$ cat src/rtl/aucohl_sar_seq.sv
// Conversion sequencer and averager downstream of the SAR controller: issues soc, accumulates
// 2^n samples and offers the truncated mean on a valid/ready port. Optional watchdog: AUCOHL_SAR_SEQ_TIMEOUT_EN.
module aucohl_sar_seq #(
  parameter int SIZE   = 8,
  parameter int MAXLOG = 4,
  parameter int PW     = 16,
  parameter int TW     = 8
) (
  input  logic            clk,
  input  logic            rst,
  input  logic            en,
  input  logic            start,
  input  logic            cont,
  input  logic [PW-1:0]   period,
  input  logic [2:0]      navg_log2,
  output logic            soc,
  input  logic            eoc,
  input  logic [SIZE-1:0] data,
  output logic [SIZE-1:0] avg_data,
  output logic            avg_valid,
  input  logic            avg_ready,
  output logic            busy,
  output logic            err
);

  localparam int AW = SIZE + MAXLOG;
  localparam int CW = MAXLOG + 1;
  localparam int NW = $clog2(MAXLOG + 1);

  typedef enum logic [2:0] {IDLE, WAIT, START, CONV, OUT} state_t;

  if (SIZE < 1 || MAXLOG < 1 || PW < 1 || TW < 2) begin : g_bad_param
    $error("aucohl_sar_seq: illegal parameter combination");
  end

  state_t          state;
  logic [AW-1:0]   acc;
  logic [CW-1:0]   cnt;
  logic [NW-1:0]   n;
  logic [PW-1:0]   wcnt;
  logic [AW-1:0]   sum;
  logic            last;
  logic [NW-1:0]   n_clamped;

  assign sum  = acc + AW'(data);
  assign last = (cnt == ((CW'(1) << n) - CW'(1)));
  assign busy = (state != IDLE);

  // NOTE: every variable written in always_comb gets a default first, so no latch is inferred.
  always_comb begin
    n_clamped = NW'(MAXLOG);
    if (int'(navg_log2) <= MAXLOG) n_clamped = NW'(navg_log2);
  end

`ifdef AUCOHL_SAR_SEQ_TIMEOUT_EN
  logic [TW-1:0] wd;
`else
  assign err = 1'b0;
`endif

  // NOTE: sequential state uses non-blocking assignments only, so every register samples pre-edge values.
  always_ff @(posedge clk) begin
    if (rst) begin
      state     <= IDLE;
      acc       <= '0;
      cnt       <= '0;
      n         <= '0;
      wcnt      <= '0;
      soc       <= 1'b0;
      avg_valid <= 1'b0;
      avg_data  <= '0;
`ifdef AUCOHL_SAR_SEQ_TIMEOUT_EN
      wd        <= '0;
      err       <= 1'b0;
`endif
    end else if (!en) begin
      // A pending result is dropped; the watchdog error flag survives.
      state     <= IDLE;
      acc       <= '0;
      cnt       <= '0;
      soc       <= 1'b0;
      avg_valid <= 1'b0;
    end else begin
      unique case (state)
        IDLE: begin
          if (start) begin
            n     <= n_clamped;
            acc   <= '0;
            cnt   <= '0;
            soc   <= 1'b1;
            state <= START;
          end
        end
        START: begin
          soc   <= 1'b0;
          state <= CONV;
`ifdef AUCOHL_SAR_SEQ_TIMEOUT_EN
          wd    <= '0;
`endif
        end
        CONV: begin
          if (eoc) begin
            acc <= sum;
            cnt <= cnt + CW'(1);
            if (last) begin
              avg_data  <= SIZE'(sum >> n);
              avg_valid <= 1'b1;
              state     <= OUT;
            end else if (period == '0) begin
              soc   <= 1'b1;
              state <= START;
            end else begin
              wcnt  <= period;
              state <= WAIT;
            end
          end
`ifdef AUCOHL_SAR_SEQ_TIMEOUT_EN
          else if (wd == {{(TW-1){1'b1}}, 1'b0}) begin
            err   <= 1'b1;
            acc   <= '0;
            cnt   <= '0;
            state <= IDLE;
          end else begin
            wd <= wd + TW'(1);
          end
`endif
        end
        WAIT: begin
          if (wcnt <= PW'(1)) begin
            soc   <= 1'b1;
            state <= START;
          end else begin
            wcnt <= wcnt - PW'(1);
          end
        end
        OUT: begin
          // No soc leaves this state until the result is taken, so no sample is lost.
          if (avg_ready) begin
            avg_valid <= 1'b0;
            acc       <= '0;
            cnt       <= '0;
            if (!cont) begin
              state <= IDLE;
            end else if (period == '0) begin
              soc   <= 1'b1;
              state <= START;
            end else begin
              wcnt  <= period;
              state <= WAIT;
            end
          end
        end
        default: state <= IDLE;
      endcase
    end
  end

endmodule

$ cat config.mk
export PLATFORM = sky130hd
export DESIGN_NAME = aucohl_sar_seq
export DESIGN_NICKNAME = d
export VERILOG_FILES = /design/src/rtl/aucohl_sar_seq.sv
export SDC_FILE = /design/constraint.sdc
export NUM_CORES = 1
export LEC_CHECK = 0
export ABC_AREA = 1
export BUFFER_PORTS_ARGS = -buffer_cell sky130_fd_sc_hd__buf_2
export CAP_MARGIN = 20
export CORE_AREA = 2 2 87 89
export CTS_BUF_LIST = sky130_fd_sc_hd__clkbuf_8
export CTS_CLUSTER_SIZE = 12
export DETAILED_ROUTE_END_ITERATION = 10
export DIE_AREA = 0 0 89 91
export HOLD_SLACK_MARGIN = 0.06
export PLACE_DENSITY_LB_ADDON = 0.2
export SLEW_MARGIN = 20
export SYNTH_ARGS = -nofsm -noshare
export SYNTH_HDL_FRONTEND = slang
export SYNTH_SLANG_ARGS = --single-unit
$ cat constraint.sdc
create_clock -name clk -period 2.55 [get_ports clk]
set_input_delay 0.1275 -clock clk [delete_from_list [all_inputs] [get_ports clk]]
set_output_delay 0.1275 -clock clk [all_outputs]
set_load 0.03 [all_outputs]
# Word level (Yosys, flattened, before mapping)

Index checks and enable logic that the tools add are counted.

Bits in latches: 0
Flip-flop bits (word level): 49
Memory bits (read-only): 0
Output and inout port bits: 12
Memories kept: 0
Input port bits: 34
Memory bits (writable): 0
Logic and storage cells: 81

Multipliers: 0
Reductions and logical operators: 15
Muxes and demuxes: 36
Add/subtract/negate cells: 4
Bitwise operators: 1
Equality and inequality tests: 13
Div/mod/pow operators: 0
Order comparisons: 2
Shift-type cells: 2

Operators with widths:

| cell                                                                              | count |
|---|---|
| 16-bit two-way mux                                                                | 6 |
| 16-bit case mux with 3 select lines                                               | 1 |
| 12-bit two-way mux                                                                | 3 |
| 12-bit case mux with 3 select lines                                               | 1 |
| 3-bit two-way mux                                                                 | 7 |
| 16-bit by 1-bit less-or-equal comparator with 1-bit output, second input constant | 1 |
| 16-bit logical NOT                                                                | 1 |
| 2-bit != test, second input constant                                              | 8 |
| 4-bit AND reduction                                                               | 4 |
| 16-bit by 1-bit subtractor with 16-bit output, second input constant              | 1 |
| 5-bit two-way mux                                                                 | 3 |
| 3-bit case mux with 5 select lines                                                | 1 |
| 5-bit case mux with 3 select lines                                                | 1 |
| 7-bit AND reduction                                                               | 2 |
| 12-bit by 8-bit adder with 12-bit output                                          | 1 |
| 12-bit by 3-bit >> shifter with 8-bit output                                      | 1 |
| 1-bit two-way mux                                                                 | 10 |
| 3-bit nonzero test                                                                | 3 |
| 3-bit by 2-bit == test with 1-bit output, second input constant                   | 2 |
| 5-bit by 1-bit adder with 5-bit output, second input constant                     | 1 |
| 5-bit == test                                                                     | 1 |
| 1-bit case mux with 5 select lines                                                | 1 |
| 5-bit nonzero test                                                                | 1 |
| 1-bit by 3-bit << shifter with 5-bit output, first input constant                 | 1 |
| other kinds (11)                                                                  | 11 |

# Depth between registers and ports, before layout

Gate-level depths: netlist of the first run.

Depth after elaboration: 6
Depth in mapped cells: 15
Depth with buffers taken out: 15

# Least setup slack after synthesis of the first run

Ideal clock, no wire load.

Kind: reg2reg
Start: register n[0]
End: register wcnt[8]
Required time: 2.435 ns
Setup slack: 0.569 ns
Arrival: 1.866 ns
Clock period less this slack: 1.981 ns
Buffers on the path: 1
Setup time: 0.115 ns
Stages on the path, launching flop included: 13
Path through: dfxtp_1 > inv_1 > nor2_1 > nand2_1 > ha_1 > xnor2_1 > nor2_1 > nand4_1 > nor2_4 > nand2_4 > buf_2 > a21oi_1 > nor2_1

Longest elaborated chain between the ends: 5

RTL lines:

| what                                        | RTL line | RTL |
|---|---|---|
| start, declared                             | 39       | `logic [NW-1:0] n;` |
| start signal, assigned                      | 87       | `n <= n_clamped;` |
| 1-bit by 3-bit << shifter with 5-bit output | 46       | `assign last = (cnt == ((CW'(1) << n) - CW'(1)));` |
| 5-bit by 1-bit subtractor with 5-bit output | 46       |  |
| 5-bit == test                               | 46       |  |
| 2-bit != test (no source line)              | n/a      |  |
| 7-bit AND reduction (no source line)        | n/a      |  |
| end signal, assigned                        | 113      | `wcnt <= period;` |
| end signal, assigned                        | 133      | `wcnt <= wcnt - PW'(1);` |
| end signal, assigned                        | 148      | `wcnt <= period;` |
| end, declared                               | 40       | `logic [PW-1:0] wcnt;` |

No other way between the ends.
A chain may end at the register's enable or synchronous reset.

# Final worst setup path of the first run

Start: register n[0]
End: register wcnt[7]

Same word-level chain as after synthesis.

==> results of run 1 <==
==> cells in the final DEF (no fill, tap or decap), types with 2 or more instances in the layout <==
master    netlist  layout
dfxtp_1        49      49
nand4_1        10      10
nand2_2         2       2
buf_4           2       7
nand3b_1        6       6
nand2_4         2       2
nor2_2          3       4
ha_1           12      12
o31ai_1         4       4
inv_1          70      70
nor2_4          3       3
a21oi_1        46      46
o21ai_0        14      14
buf_2           6      44
nand2_1       179     179
clkbuf_8        0       5
nand3_1        90      90
xor2_1          3       3
a21oi_2         2       2
xnor2_1         4       4
o22ai_1         2       2
nor3_1          6       6
o21ai_1         8       8
nor2_1         65      65
inv_2           9       9
==> area by class of cell <==
type	instances	share of cell area
clock buffers	5	0.0167
clock inverters	3	0.0106
inverters	80	0.0728
multi-input cells	477	0.566
flip-flops and latches	49	0.238
well taps	99	0.0300
repair buffers	51	0.0661
==> registers in the layout, indices dropped and copies added, names as in the netlist <==
register,flops
soc,1
avg_data,8
state,3
acc,12
cnt,5
n,3
avg_valid,1
wcnt,16
==> cell usage after synthesis, types with 2 or more instances <==
cell type,number,share of area
nand2_1,179,0.18
nand3_1,90,0.12
inv_1,70,0.071
nor2_1,65,0.066
dfxtp_1,49,0.27
a21oi_1,46,0.062
o21ai_0,14,0.019
ha_1,12,0.041
nand4_1,10,0.017
inv_2,9,0.0091
o21ai_1,8,0.011
buf_2,6,0.0081
clkbuf_1,6,0.0061
nand3b_1,6,0.012
nor3_1,6,0.0081
o31ai_1,4,0.0081
xnor2_1,4,0.0095
nor2_2,3,0.0051
nor2_4,3,0.0091
xor2_1,3,0.0071
a21oi_2,2,0.0047
buf_4,2,0.0041
nand2_2,2,0.0034
nand2_4,2,0.0061
o22ai_1,2,0.0034
==> metal layers <==
layer	wire (um)	vias to the layer above	GRT usage
li1	-	2101	-
met1	4280	1804	0.311
met2	4470	115	0.421
met3	500	21	0.0473
met4	209	0	0.0796
met5	0	-	0
==> stage by stage <==
stage          instances  hold WS [ns]  power, mW   util  setup slack (ns)
2_1_floorplan        621         0.206      0.965      -             0.569
3_3_place_gp         755         0.420       1.03  0.562             0.366
3_5_place_dp         755         0.416       1.04  0.562             0.266
4_1_cts              763        0.0800       1.62  0.577             0.239
5_1_grt              764        0.0637       1.70  0.578            0.0170
6_report             764        0.0778       1.61  0.578             0.249
==> critical path, delay by kind of cell, from the launching register on <==
kind / cells / cell delay (ns)
XOR/XNOR: 1 / 0.13
adder cells (fa/ha/maj): 1 / 0.29
buffers and inverters: 1 / 0.08
flip-flops: 1 / 0.40
AND/OR/NAND/NOR: 10 / 1.28
==> cells by family after synthesis <==
logic type,Yosys count,synth area share
AO/OA/AOI/OAI,84,0.127
XOR/XNOR,7,0.0166
adder cells (fa/ha/maj),13,0.0461
buffers and inverters,96,0.104
flip-flops,49,0.266
other,1,0.00102
AND/OR/NAND/NOR,371,0.440
==> path summary, 6_finish.rpt <==
check	slack, ns	startpoint	to
worst max-delay path	0.25	n[0]$_SDFFE_PP0P_	wcnt[7]$_SDFFE_PP0P_
worst min-delay path	0.08	navg_log2[1]	n[1]$_SDFFE_PP0P_
worst max register to register	0.25	n[0]$_SDFFE_PP0P_	wcnt[7]$_SDFFE_PP0P_
worst min register to register	0.45	soc$_SDFFE_PP0P_	soc$_SDFFE_PP0P_
==> where the power goes <==
part           total, mW  switching (mW)  internal, mW  leakage [nW]
Sequential         0.774         0.00419         0.770         0.395
Combinational      0.247           0.158        0.0889          1.58
Clock              0.593           0.298         0.295        0.0585
Total               1.61           0.461          1.15          2.03
==> results.sh, run 1 <==
export IMPL_status="completed"
export IMPL_finalHoldViolCount=0
export IMPL_cts_resized=0
export IMPL_grt_pass1_vias=3735
export IMPL_maxCapViolations=0
export IMPL_power_leakage_nw=2.03
export IMPL_finalCriticalPeriod_ns=2.30
export IMPL_synthesis_nets=668
export IMPL_avgSynthCellArea_um2=5.95
export IMPL_wl_per_cell_um=12.4
export IMPL_p_per_area_nw_per_um2=391
export IMPL_post_route_period_util=0.902
export IMPL_grt_ovfl_total=0
export IMPL_drcViolationCount=0
export IMPL_cp_max_fo=18
export IMPL_worstSetupPathType="reg -> reg"
export IMPL_yosys_most_used_dff="dfxtp_1"
export IMPL_first_iter_violations=235
export IMPL_worstSetupStartpointType="flop"
export IMPL_dpl_hpwl_um=7300
export IMPL_diodes=0
export IMPL_fin_nets=711
export IMPL_yosysWarnings=0
export IMPL_numCtsBuffers=5
export IMPL_postCtsHoldBufs=0
export IMPL_grt_max_degree=19
export IMPL_critPathArrivalTime_ns=2.50
export IMPL_ys_ff_latch=49
export IMPL_die_h_um=91
export IMPL_final_layout_size_suffix_gt1_frac=0.126
export IMPL_postCtsSetupBuffers=0
export IMPL_required_ns=2.75
export IMPL_yosysUniqueCellTypes=43
export IMPL_async_flop_share=0
export IMPL_area_delta_synth_final_pct=11.7
export IMPL_postPlaceCellArea_um2=4010
export IMPL_vdd_ir_drop_worst_uv=228
export IMPL_worstPathCellList="inv_1 -> nor2_1 -> nand2_1 -> ha_1 -> xnor2_1 -> nor2_1 -> nand4_1 -> nor2_4 -> nand2_4 -> nand2_4 -> nand2_1 -> nand2_1 -> nor2_1"
export IMPL_wl_um=9460
export IMPL_numPortBuffers=44
export IMPL_insertion_delay_ns=0.31
export IMPL_rsz0062_at_grt="false"
export IMPL_cts_root_buf="clkbuf_8"
export IMPL_fmaxAchievable_ghz=0.435
export IMPL_clockBufferDepth=2
export IMPL_rows=31
export IMPL_firstDrtPassIters=5
export IMPL_tns_ns=0
export IMPL_vias_per_cell=5.29
export IMPL_finClkSkew_ns=0.00812
export IMPL_grtUsageTotal=0.248
export IMPL_die_area_um2=8100
export IMPL_vias=4041
export IMPL_relSlewSlack=0.655
export IMPL_cpPeakStageDelay_ns=0.40
export IMPL_r2r_cells=13
export IMPL_place_congestion=0.911
export IMPL_cts_tree="built"
export IMPL_hold_depth=3
export IMPL_seq_area_um2=981
export IMPL_htree_levels=2
export IMPL_clkSlewWorstSetupHoldPaths_ns=0.10
export IMPL_grt_pass1_wl_um=16500
export IMPL_num_io_pins=46
export IMPL_synth_area_um2=3690
export IMPL_syn_inst=621
export IMPL_multiInputGateArea_um2=2340
export IMPL_cp_end_kind="flop"
export IMPL_worst_pin_slew_ns=0.517
export IMPL_critPathSlowestCell="dfxtp_1"
export IMPL_synth_edf_count=0
export IMPL_design_area_um2=4130
export IMPL_setup_violations_final=0
export IMPL_n_fill_cell=758
export IMPL_core_um2=7140
export IMPL_antenna_found_initial=0
export IMPL_initial_core_util=0.518
export IMPL_ys_seq_area_frac=0.266
export IMPL_drv_slew=0
export IMPL_ant_nets=0
export IMPL_clock_sinks=49
export IMPL_min_path_type="in -> reg"
export IMPL_die_x_um=89
Power figures use the tool's default switching activity.
==> run 2: changes to the inputs <==
- ABC_AREA: 1 -> not set
- CORE_AREA: 2 2 87 89 -> 2 2 86 88
- DIE_AREA: 0 0 89 91 -> 0 0 88 90
==> run 2 against run 1 <==
  * Global-route usage rose by 0.79 points
  * Area after synthesis decreased by 3.0%
  * First-iteration DRC count is 39% higher
  * Synthesized cell count down 22%
  * Critical path depth decreased by 1
  * Setup slack lost 0.18 ns
  * Final cell count shrank 14%
  * Sequential power barely moved
  * Utilization rose by 7.6 points
  * Worst hold slack better by 0.018 ns
  * Largest cell class unchanged
  * Largest power group unchanged
  * Highest routed layer unchanged
==> results.sh, run 2 <==
export IMPL_numCtsBuffers=5
export IMPL_die_area_um2=7920
export IMPL_synth_area_um2=3580
export IMPL_die_x_um=88
export IMPL_layout_commonest_cell="nor2_1"
export IMPL_tns_ns=0
export IMPL_power_leakage_nw=1.86
export IMPL_worstSetupPathType="reg -> reg"
export IMPL_grt_pass1_vias=3592
export IMPL_rows=31
export IMPL_async_flop_share=0
export IMPL_grt_ovfl_total=0
export IMPL_status="completed"
export IMPL_ys_ff_latch=49
export IMPL_cts_tree="built"
export IMPL_hold_ws_ns=0.0961
export IMPL_wl_per_cell_um=16.3
export IMPL_antenna_found_initial=0
export IMPL_vias_per_cell=6.15
export IMPL_synth_common_cells="nor2_1, dfxtp_1, a21oi_1, nand2_1, o21ai_0"
export IMPL_syn_inst=482
export IMPL_clkSlewWorstSetupHoldPaths_ns=0.10
export IMPL_vdd_ir_drop_worst_uv=255
export IMPL_grtUsageTotal=0.256
export IMPL_wl_um=10700
export IMPL_yosysTopAreaCellShare=0.274
export IMPL_worstSetupStartpointType="flop"
export IMPL_yosysWarnings=0
export IMPL_htree_levels=2
export IMPL_min_path_type="in -> reg"
export IMPL_insertion_delay_ns=0.32
export IMPL_critPathArrivalTime_ns=2.71
export IMPL_top_register="wcnt"
export IMPL_maxCapViolations=0
export IMPL_core_um2=7020
export IMPL_final_layout_size_suffix_gt1_frac=0.286
export IMPL_area_delta_synth_final_pct=28.2
export IMPL_setup_violations_final=0
export IMPL_finalHoldViolCount=0
export IMPL_yosysUniqueCellTypes=72
export IMPL_top_regs="wcnt: 16 flops, acc: 12 flops, avg_data: 8 flops"
export IMPL_r2r_cells=12
export IMPL_drv_slew=0
export IMPL_yosys_area_top_type="dfxtp_1"
export IMPL_first_iter_violations=327
export IMPL_finalCriticalPeriod_ns=2.48
export IMPL_ant_nets=0
export IMPL_drcViolationCount=0
export IMPL_yosys_most_used_dff="dfxtp_1"
export IMPL_rsz0062_at_grt="true"
export IMPL_grt_max_degree=33
export IMPL_vias=4031
export IMPL_synth_area_leaders="dfxtp_1, nor2_1, a21oi_1"
export IMPL_worst_pin_slew_ns=0.509
export IMPL_yosysMostFrequentCell="nor2_1"
export IMPL_largest_reg_flops=16
export IMPL_clockBufferDepth=2
export IMPL_diodes=0
export IMPL_synthesis_nets=529
export IMPL_clock_sinks=49
export IMPL_cp_max_fo=8
export IMPL_fin_nets=602
export IMPL_p_per_area_nw_per_um2=367
export IMPL_numPortBuffers=44
export IMPL_synth_edf_count=0
export IMPL_ys_seq_area_frac=0.274
export IMPL_required_ns=2.78
export IMPL_fmaxAchievable_ghz=0.403
export IMPL_post_route_period_util=0.972
export IMPL_hold_depth=3
export IMPL_grt_pass1_wl_um=16600
export IMPL_finClkSkew_ns=0.0104
export IMPL_num_io_pins=46
export IMPL_avgSynthCellArea_um2=7.43
export IMPL_firstDrtPassIters=5
export IMPL_layout_common_cells="nor2_1, buf_4, dfxtp_1"
export IMPL_relSlewSlack=0.660
export IMPL_die_h_um=90
export IMPL_dpl_hpwl_um=7560
export IMPL_place_congestion=0.975
export IMPL_initial_core_util=0.510
export IMPL_cp_end_kind="flop"
export IMPL_cts_root_buf="clkbuf_8"
-- run 2: metal layers --
| metal | track usage | wire, um | part of all wire |
|---|---|---|---|
| met5 | 0 | 0 | 0 |
| met4 | 0.0756 | 206 | 0.019 |
| met3 | 0.0358 | 693 | 0.065 |
| met2 | 0.391 | 4800 | 0.45 |
| met1 | 0.371 | 4960 | 0.47 |
-- run 2: final timing paths --
kind                            slack, ns                    from                     end
worst max register to register       0.07       n[0]$_SDFFE_PP0P_    wcnt[2]$_SDFFE_PP0P_
worst max-delay path                 0.07       n[0]$_SDFFE_PP0P_    wcnt[2]$_SDFFE_PP0P_
worst min register to register       0.47  avg_valid$_SDFFE_PP0P_  avg_valid$_SDFFE_PP0P_
worst min-delay path                  0.1            navg_log2[0]       n[0]$_SDFFE_PP0P_
-- run 2: metrics by stage --
| step | setup slack, ns | std cells | total power, mW | area [um2] | util |
|---|---|---|---|---|---|
| 2_1_floorplan | 0.000896 | 482 | 0.966 | 3610 | - |
| 4_1_cts | 0.0162 | 648 | 1.66 | 4290 | 0.611 |
| 5_1_grt | -0.0922 | 655 | 1.75 | 4590 | 0.654 |
| 3_3_place_gp | 0.0440 | 639 | 1.07 | 4160 | 0.593 |
| 3_5_place_dp | -0.0192 | 639 | 1.07 | 4160 | 0.593 |
| 6_report | 0.0704 | 655 | 1.69 | 4590 | 0.654 |
-- run 2: kinds of logic after synthesis --
logic type	synth area share
other	0.00105
AOI/OAI and AO/OA	0.307
muxes	0.0143
and+or+nand+nor	0.270
adders and majority gates	0.0475
DFF	0.274
buffers and inverters	0.0566
xor gates and xnor gates	0.0293
-- run 2: what timing repair did --
action / in CTS / in global routing
hold buffers: 1 / 0
buffers inserted: 0 / 4
gates resized for setup: 2 / 48
setup endpoints to repair: 13 / 24
cloned: 0 / 3
pin swaps: 0 / 28
hold endpoints to repair: 1 / 0
-- run 2: where the power goes --
part / internal, mW / switching [mW] / total [mW]
combinational: 0.130 / 0.185 / 0.315
sequential: 0.769 / 0.00668 / 0.776
clock: 0.294 / 0.300 / 0.594
-- run 2: layout make-up --
class	count	area, um2
Clock buffer	5	68.8
Clock inverter	3	46.3
Fill cell	602	2430
Inverter	14	57.6
Multi-Input combinational cell	386	2610
Sequential cell	49	986
Tap cell	99	124
Timing Repair Buffer	99	694
-- run 2: critical path, cell delays in order, from the launching register on --
cell       delay (ns)
dfxtp_4          0.40
clkinv_4         0.06
nor2_4           0.09
nand2_2          0.08
ha_4             0.19
and3_4           0.19
a311oi_4         0.25
xor2_2           0.14
a21oi_2          0.19
o2111ai_4        0.22
buf_12           0.22
o21bai_1         0.14
a31o_1           0.21
==> run 3: changes to the inputs <==
==> constraint.sdc (replaced) <==
create_clock -name clk -period 2.55 [get_ports clk]
set_input_delay 0.51 -clock clk [delete_from_list [all_inputs] [get_ports clk]]
set_output_delay 0.51 -clock clk [all_outputs]
set_load 0.03 [all_outputs]
==> run 3 against run 2 <==
  * Critical path type unchanged
  * First-iteration DRC count is 4.0% higher
  * Flip-flop and latch count is the same
  * Final cell count rose by 0.31%
  * Largest power group unchanged
  * Sequential share of layout area is 0.47 points higher
  * Combinational power is 2% lower
  * Design area fell by 2.1%
==> results.sh, run 3 (synthesis results as in run 2) <==
export IMPL_status="completed"
export IMPL_grt_pass1_wl_um=16500
export IMPL_initial_core_util=0.510
export IMPL_setup_ws_ns=0.0839
export IMPL_vias=4011
export IMPL_die_x_um=88
export IMPL_worstSetupStartpointType="flop"
export IMPL_top_regs="wcnt: 16 flops, acc: 12 flops, avg_data: 8 flops"
export IMPL_numCtsBuffers=5
export IMPL_clock_power_share=0.310
export IMPL_r2r_start="acc[6]$_SDFFE_PP0P_"
export IMPL_hp_start="avg_ready"
export IMPL_top_register="wcnt"
export IMPL_worst_pin_slew_ns=0.657
export IMPL_antenna_found_initial=0
export IMPL_p_switching_mw=0.478
export IMPL_grt_max_degree=34
export IMPL_finalCriticalPeriod_ns=2.47
export IMPL_dpl_hpwl_um=7610
export IMPL_seqPwrFrac=0.494
export IMPL_fmaxAchievable_ghz=0.405
export IMPL_layout_commonest_cell="nor2_1"
export IMPL_insertion_delay_ns=0.32
export IMPL_grt_ovfl_total=0
export IMPL_setup_violations_final=0
export IMPL_pwr_share_comb=0.197
export IMPL_diodes=0
export IMPL_drv_slew=0
export IMPL_critPathArrivalTime_ns=2.67
export IMPL_relSlewSlack=0.562
export IMPL_multiInputGateArea_um2=2530
export IMPL_finClkSkew_ns=0.0143
export IMPL_final_layout_size_suffix_gt1_frac=0.269
export IMPL_firstDrtPassIters=5
export IMPL_rrSetupSlack_ns=0.08
export IMPL_fin_nets=604
export IMPL_required_ns=2.75
export IMPL_hold_ws_ns=0.434
export IMPL_ant_nets=0
export IMPL_cts_tree="built"
export IMPL_n_fill_cell=616
export IMPL_rsz0062_at_grt="true"
export IMPL_htree_levels=2
export IMPL_dp_slack_ns=-0.244
export IMPL_area_delta_synth_final_pct=25.4
export IMPL_path_buf_inv=0
export IMPL_cpPeakStageDelay_ns=0.38
export IMPL_vdd_ir_drop_worst_uv=212
export IMPL_reg2reg_to="avg_data[2]$_SDFFE_PP0P_"
export IMPL_cts_root_buf="clkbuf_8"
export IMPL_vias_per_cell=6.11
export IMPL_min_path_type="in -> reg"
export IMPL_hold_depth=2
export IMPL_r2r_cells=8
export IMPL_swShare=0.304
export IMPL_clkSlewWorstSetupHoldPaths_ns=0.10
export IMPL_drcViolationCount=0
export IMPL_place_congestion=0.936
export IMPL_worstSetupPathType="reg -> reg"
export IMPL_seq_area_um2=986
export IMPL_critPathTopFamily="compound AO/OA/AOI/OAI gates"
export IMPL_numPortBuffers=44
export IMPL_power_leakage_nw=1.84
export IMPL_num_io_pins=46
export IMPL_die_area_um2=7920
export IMPL_clock_sinks=49
export IMPL_rows=31
export IMPL_finalHoldViolCount=0
export IMPL_maxCapViolations=0
export IMPL_p_per_area_nw_per_um2=350
export IMPL_layout_common_cells="nor2_1, buf_4, dfxtp_1"
export IMPL_largest_reg_flops=16
export IMPL_first_iter_violations=340
export IMPL_worstPathCellList="ha_1 -> a2111oi_0 -> o21ai_0 -> a41o_1 -> and2_0 -> a311oi_2 -> o221ai_1 -> o211a_1"
export IMPL_wl_um=10700
export IMPL_clockBufferDepth=2
export IMPL_cp_max_fo=3
export IMPL_grt_pass1_vias=3499
export IMPL_holdPathEnd="avg_valid$_SDFFE_PP0P_"
export IMPL_postCtsHoldBufs=0
export IMPL_power_mw=1.57
export IMPL_grtUsageTotal=0.257
export IMPL_critPathSlowestCell="a2111oi_0"
export IMPL_wl_per_cell_um=16.4
export IMPL_post_route_period_util=0.967
export IMPL_core_um2=7020
export IMPL_p_int_mw=1.09
export IMPL_die_h_um=90
export IMPL_cp_end_kind="flop"
## run 3: stage by stage
stage | utilization | setup TNS (ns) | instances | cell area [um2]
6_report | 0.640 | 0 | 657 | 4490
5_1_grt | 0.640 | -0.532 | 657 | 4490
4_1_cts | 0.616 | 0 | 653 | 4320
3_5_place_dp | 0.601 | -1.79 | 645 | 4220
3_3_place_gp | 0.601 | -0.918 | 645 | 4220
2_1_floorplan | - | 0 | 482 | 3630
## run 3: metal layers
layer  global-route usage  up-vias  part of all wire  wire length (um)
met2                0.378      168              0.45              4780
met5                    0        -                 0                 0
met4               0.0667        0             0.016               167
li1                     -     1952                 -                 -
met1                0.380     1869              0.47              5090
met3               0.0551       22             0.066               708
## run 3: worst register-to-register path: cells and delay by family (launching register included)
kind            cells  cell delay [ns]
compound gates      6             1.56
fa+ha+maj           1             0.28
flops               1             0.34
simple gates        1             0.19
## run 3: final cells by class
cell class,count,share of cell area
multi-input combinational,386,0.564
sequential,49,0.219
timing repair buffer,101,0.156
tap,99,0.0276
clock buffer,5,0.0153
inverter,14,0.0128
clock inverter,3,0.00501
## run 3: power by group through the flow
stage	Clock [mW]	Sequential, mW	Combinational (mW)
after global placement	0	0.794	0.281
after detailed placement	0	0.794	0.285
after CTS	0.496	0.776	0.288
after floorplan	0	0.792	0.175
after global routing	0.526	0.777	0.335
final	0.486	0.776	0.309
## run 3: worst max-delay path by stage
| stage | start | to | slack (ns) | cells after the start |
|---|---|---|---|---|
| floorplan | n[1]$_SDFFE_PP0P_ | wcnt[12]$_SDFFE_PP0P_ | 0.0009 | 13 |
| global placement | data[0] | avg_data[0]$_SDFFE_PP0P_ | -0.16 | 12 |
| detailed placement | data[0] | avg_data[0]$_SDFFE_PP0P_ | -0.24 | 12 |
| CTS | n[0]$_SDFFE_PP0P_ | wcnt[1]$_SDFFE_PP0P_ | 0.01 | 12 |
| global route | n[0]$_SDFFE_PP0P_ | wcnt[10]$_SDFFE_PP0P_ | -0.06 | 12 |
| finish | acc[6]$_SDFFE_PP0P_ | avg_data[2]$_SDFFE_PP0P_ | 0.08 | 8 |
## run 3: timing repair
item | 4_1_cts | 5_1_grt
gates resized for setup | 2 | 23
endpoints found under the hold margin | 0 | 0
gates cloned | 0 | 3
endpoints found under the setup margin | 12 | 22
pin swaps | 0 | 13
setup buffers | 0 | 1
